==> config.mk <==
export PLATFORM = sky130hd
export DESIGN_NAME = mem_sched
export DESIGN_NICKNAME = d
export VERILOG_FILES = /design/src/rtl/brisc_pkg.sv /design/src/rtl/mem_sched_rr_pick2.sv /design/src/rtl/mem_sched.sv
export SDC_FILE = /design/constraint.sdc
export NUM_CORES = 1
export LEC_CHECK = 0
export BUFFER_PORTS_ARGS = -buffer_cell sky130_fd_sc_hd__buf_2
export CELL_PAD_IN_SITES_DETAIL_PLACEMENT = 1
export CELL_PAD_IN_SITES_GLOBAL_PLACEMENT = 1
export CORE_AREA = 2 2 207 209
export DETAILED_ROUTE_END_ITERATION = 12
export DIE_AREA = 0 0 209 211
export PLACE_DENSITY_LB_ADDON = 0.1
export SLEW_MARGIN = 30
export SYNTH_ARGS = -nofsm -noshare
export SYNTH_HDL_FRONTEND = slang
export SYNTH_SLANG_ARGS = --single-unit
==> constraint.sdc <==
create_clock -name clk -period 9.7 [get_ports clk]
set_clock_uncertainty 0.2 [all_clocks]
set_input_delay 0.485 -clock clk [delete_from_list [all_inputs] [get_ports clk]]
set_output_delay 0.485 -clock clk [all_outputs]
set_load 0.005 [all_outputs]
==> src/rtl/brisc_pkg.sv <==
// Shared types and default sizing for the brisc memory subsystem.
package brisc_pkg;

  localparam int ADDRESS_WIDTH    = 32;
  localparam int CACHE_LINE_WIDTH = 128;
  localparam int MEM_WR_CYCLES    = 4;

  typedef enum logic [1:0] {
    IDLE    = 2'd0,
    RD_WAIT = 2'd1,
    WR_WAIT = 2'd2
  } mem_sched_state_e;

  typedef enum logic [1:0] {
    NONE   = 2'd0,
    ICACHE = 2'd1,
    DCACHE = 2'd2
  } mem_owner_e;

endpackage

==> src/rtl/mem_sched_rr_pick2.sv <==
// Two-way round-robin pick: on a tie, the requester that did not win last time is chosen.
module rr_pick2 (
  input  logic req_a,
  input  logic req_b,
  input  logic last_b,
  output logic pick_a,
  output logic pick_b
);

  assign pick_a = req_a && (!req_b || last_b);
  assign pick_b = req_b && (!req_a || !last_b);

endmodule

==> src/rtl/mem_sched.sv <==
// Arbitrates icache/dcache line requests onto a single memory port and routes the
// read fill or write completion back to whichever cache owns the transaction.
//
// Handshake: a cache holds req and its write/addr/data stable until its grant rises;
// grant stays high for the whole transaction and drops the cycle after completion.
module mem_sched #(
  parameter int ADDRESS_WIDTH    = brisc_pkg::ADDRESS_WIDTH,
  parameter int CACHE_LINE_WIDTH = brisc_pkg::CACHE_LINE_WIDTH,
  parameter int WR_CYCLES        = brisc_pkg::MEM_WR_CYCLES
) (
  input  logic                        clk,
  input  logic                        reset,
  input  logic                        icache_req,
  input  logic                        icache_write,
  input  logic [ADDRESS_WIDTH-1:0]    icache_addr,
  input  logic [CACHE_LINE_WIDTH-1:0] icache_data,
  input  logic                        dcache_req,
  input  logic                        dcache_write,
  input  logic [ADDRESS_WIDTH-1:0]    dcache_addr,
  input  logic [CACHE_LINE_WIDTH-1:0] dcache_data,
  input  logic                        mem_fill_valid,
  input  logic [ADDRESS_WIDTH-1:0]    mem_fill_addr,
  output logic                        grant_icache,
  output logic                        grant_dcache,
  output logic                        fill_icache,
  output logic                        fill_dcache,
  output logic                        done_dcache,
  output logic                        mem_req,
  output logic                        mem_store,
  output logic [ADDRESS_WIDTH-1:0]    mem_addr,
  output logic [CACHE_LINE_WIDTH-1:0] mem_data
);

  import brisc_pkg::*;

  localparam int CNT_W = (WR_CYCLES > 1) ? $clog2(WR_CYCLES) : 1;

  mem_sched_state_e state, state_next;
  mem_owner_e       owner, last_grant;
  logic [CNT_W-1:0] cnt;
  logic             pick_i, pick_d, sel_write, fill_hit, xact_done, select;

  rr_pick2 u_pick (
    .req_a  (icache_req),
    .req_b  (dcache_req),
    .last_b (last_grant == DCACHE),
    .pick_a (pick_i),
    .pick_b (pick_d)
  );

  assign select    = (state == IDLE) && (pick_i || pick_d);
  assign sel_write = pick_d ? dcache_write : icache_write;
  // mem_addr holds the latched request address for the whole transaction.
  assign fill_hit  = mem_fill_valid && (mem_fill_addr == mem_addr);
  assign xact_done = ((state == RD_WAIT) && fill_hit) ||
                     ((state == WR_WAIT) && (cnt == '0));

  always_ff @(posedge clk or posedge reset) begin
    if (reset) state <= IDLE;
    else       state <= state_next;
  end

  always_comb begin
    state_next = state;
    case (state)
      IDLE:    if (select) state_next = sel_write ? WR_WAIT : RD_WAIT;
      RD_WAIT: if (xact_done) state_next = IDLE;
      WR_WAIT: if (xact_done) state_next = IDLE;
      default: state_next = IDLE;
    endcase
  end

  always_comb begin
    grant_icache = (owner == ICACHE);
    grant_dcache = (owner == DCACHE);
    fill_icache  = (state == RD_WAIT) && fill_hit && (owner == ICACHE);
    fill_dcache  = (state == RD_WAIT) && fill_hit && (owner == DCACHE);
    done_dcache  = (state == WR_WAIT) && (cnt == '0) && (owner == DCACHE);
  end

  // Request latch, ownership and eviction counter; everything clears on completion.
  always_ff @(posedge clk or posedge reset) begin
    if (reset) begin
      owner      <= NONE;
      last_grant <= ICACHE;
      cnt        <= '0;
      mem_req    <= 1'b0;
      mem_store  <= 1'b0;
      mem_addr   <= '0;
      mem_data   <= '0;
    end else begin
      mem_req <= 1'b0;
      if (select) begin
        owner      <= pick_d ? DCACHE : ICACHE;
        last_grant <= pick_d ? DCACHE : ICACHE;
        mem_req    <= 1'b1;
        mem_store  <= sel_write;
        mem_addr   <= pick_d ? dcache_addr : icache_addr;
        mem_data   <= pick_d ? dcache_data : icache_data;
        cnt        <= sel_write ? CNT_W'(WR_CYCLES - 1) : '0;
      end else if (xact_done) begin
        owner     <= NONE;
        mem_store <= 1'b0;
        mem_addr  <= '0;
        mem_data  <= '0;
        cnt       <= '0;
      end else if (state == WR_WAIT) begin
        cnt <= cnt - 1'b1;
      end
    end
  end

endmodule

==> results.py <==
metrics = {
    "outcome": {
        "status": "finished clean",
    },
    "sta": {
        "rsz0062_at_grt": "no",
        "clock.fmax_ghz": 0.287,
        "setup_violations": 0,
        "worst_slew_pin_slew_ns": 0.950,
        "fin_crit_sh_pct": 35.9,
        "finalHoldViolCount": 0,
        "slew_headroom_pct": 36.7,
        "min_period_ns": 3.49,
        "maxSlewViolCount": 0,
        "setup_tns_ns": 0,
    },
    "global_route": {
        "grt_overflow": 0,
        "gr-usage-all-layers_pct": 15.9,
        "grt_pass1_wl_um": 52600,
        "antenna_found_initial": 5,
        "grt_max_degree": 79,
        "grt_pass1_vias": 8382,
    },
    "setup_path": {
        "r2r_slack_ns": 6.21,
        "cp.required_ns": 9.85,
        "critical_path_class": "flop to flop",
        "rr_worst_depth": 9,
        "end_kind": "flop",
        "crit_fanout": 62,
        "start_kind": "flop",
        "crit_arrival_ns": 3.64,
    },
    "synthesis": {
        "synth-edff-count": 0,
        "netlist_area_mm2": 0.00818,
        "ys_seq_area_share_pct": 52.0,
        "yosysTopAreaCellShare_pct": 51.7,
        "synth_top_flop_cell": "dfrtp_1",
        "synth-seq-cells": 170,
        "synth_most_common_cell": "dfrtp_1",
        "synthTopCellsByArea": "dfrtp_1 (52%), a22oi_1 (15%), o21ai_2 (8.6%)",
        "synthArstFlopShare_pct": 100,
        "ys_top_cells_by_count": "dfrtp_1 (169), inv_1 (168), a22oi_1 (160)",
        "syn_nets": 1156,
        "yosysUniqueCellTypes": 32,
        "ys_warn_count": 0,
        "post-synth-top-area-cell": "dfrtp_1",
        "syn_avg_cell_area_um2": 10.3,
        "syn_inst": 793,
    },
    "detailed_routing": {
        "wirelength_um": 35300,
        "drc": 0,
        "avgRoutedWirePerCell_um": 19.1,
        "drt-vias-per-instance": 4.25,
        "vias": 7859,
        "drt_iter0_markers": 275,
        "firstDrtPassIters": 5,
        "ant_nets": 0,
    },
    "clocking": {
        "cts-root-buf": "clkbuf_16",
        "cts_tree": "done",
        "numClockSinks": 170,
        "htreeDepth": 4,
        "clockBufferDepth": 2,
        "clk-insertion-delay-late_ns": 0.45,
        "clk_pin_slew_ns": 0.07,
        "post_cts_buffers": 0,
        "numCtsBuffers": 17,
    },
    "power": {
        "power.leakage_nw": 6.12,
        "ir_drop_uv": 115,
        "power-per-cell-area_mw_per_mm2": 304,
        "total_power_mw": 3.64,
    },
    "floorplan": {
        "pin_count": 526,
        "dieArea_mm2": 0.0441,
        "num_rows": 75,
        "start_util_pct": 19.6,
        "die_x_um": 209,
        "design.core.area_mm2": 0.0418,
        "die_y_um": 211,
    },
    "layout": {
        "syn2layout_area_growth_pct": 46.1,
        "nNetsFinal": 1658,
        "final_cells": 1851,
        "drive_gt1_share_pct": 49.9,
        "final_cell_area_mm2": 0.0120,
    },
    "placement": {
        "placed_area_mm2": 0.0112,
        "gp_congestion": 0.803,
        "dp_hpwl_um": 26800,
        "place_inst": 1813,
        "numPortBuffers": 525,
    },
    "flow_run": {
        "maxCapViolCount": 0,
    },
    "worst_hold_path": {
        "hold_class": "input port to flop",
        "hold_depth": 3,
    },
}
## layout by cell type (no fill, tap or decap), drive strengths merged, types with 2 or more instances in the layout
cell type / count
a22oi: 160
diode: 4
dfrtp: 169
a41o: 2
o2bb2ai: 2
clkbuf: 22
buf: 534
inv: 169
nor2b: 2
nand4: 7
nand3b: 2
xor2: 3
ha: 4
nand3: 5
bufinv: 5
nand2: 5
a21o: 2
nor4: 2
clkinv: 4
nor2: 4
nand2b: 3
xnor2: 29
o21ai: 165
## worst max-delay path, stage by stage (launching register included)
cell	delay [ns]
dfrtp_1	0.38
inv_1	0.11
ha_1	0.22
nand2_1	0.10
a21oi_4	0.54
buf_4	0.66
buf_4	0.43
buf_16	0.29
a22oi_1	0.16
o21ai_0	0.14
## where the power goes
part / internal (mW) / switching (mW) / leakage (nW)
combinational: 0.644 / 0.928 / 3.68
sequential: 1.05 / 0.213 / 2.10
clock: 0.486 / 0.315 / 0.331
total: 2.18 / 1.46 / 6.12
## cell families after synthesis
group / count (synthesis) / synth area share (%)
mux: 1 / 0.122
fa+ha+maj: 4 / 0.612
flops: 170 / 52.0
xor+xnor: 32 / 3.43
simple gates: 33 / 2.46
buf+inv: 220 / 12.1
compound gates: 333 / 29.3
## flip-flops by register name (all words and copies together) (netlist names)
register	cells
state	2
owner	2
mem_store	1
last_grant	2
mem_data	128
mem_req	1
mem_addr	32
cnt	2
## per-layer routing
layer / GRT usage, % / share of wire (%) / up-vias
met3: 4.55 / 7.0 / 34
met2: 26.9 / 49 / 310
met1: 19.4 / 42 / 3781
met5: 0 / 0.020 / -
li1: - / - / 3732
met4: 5.64 / 1.8 / 2
## stage by stage
step,setup WS [ns],hold slack (ns),utilization [%]
after floorplan,4.41,0.273,-
after detailed placement,5.94,0.306,26.9
final,6.21,0.0668,28.6
after global routing,5.95,0.0488,28.6
after global placement,5.99,0.298,26.8
after CTS,5.91,0.0292,28.5
## cell type report
| cell class | count | area, µm² |
|---|---|---|
| diodes | 4 | 10.0 |
| clock buffers | 22 | 484 |
| clock inverters | 10 | 186 |
| multi-input cells | 403 | 2960 |
| inverters | 168 | 636 |
| well taps | 539 | 674 |
| flip-flops and latches | 170 | 4260 |
| fillers | 4966 | 29800 |
| repair buffers | 535 | 2750 |
## repair_timing
item,4_1_cts,5_1_grt
hold buffers,1,0
gates resized for setup,0,0
endpoints found under the hold margin,44,0
setup endpoints to repair,0,0
## worst paths after layout
| path | startpoint | to |
|---|---|---|
| worst max-delay path | state[0]$_DFFE_PP0P_ | mem_data[23]$_DFFE_PP0P_ |
| worst min-delay path | dcache_data[3] | mem_data[3]$_DFFE_PP0P_ |
| worst max register to register | state[0]$_DFFE_PP0P_ | mem_data[23]$_DFFE_PP0P_ |
| worst min register to register | last_grant[1]$_DFFE_PP0P_ | last_grant[1]$_DFFE_PP0P_ |
| max in group asynchronous | reset | mem_data[29]$_DFFE_PP0P_ |
| min in group asynchronous | reset | mem_data[65]$_DFFE_PP0P_ |
No activity file was read; power rests on OpenSTA's default activity.
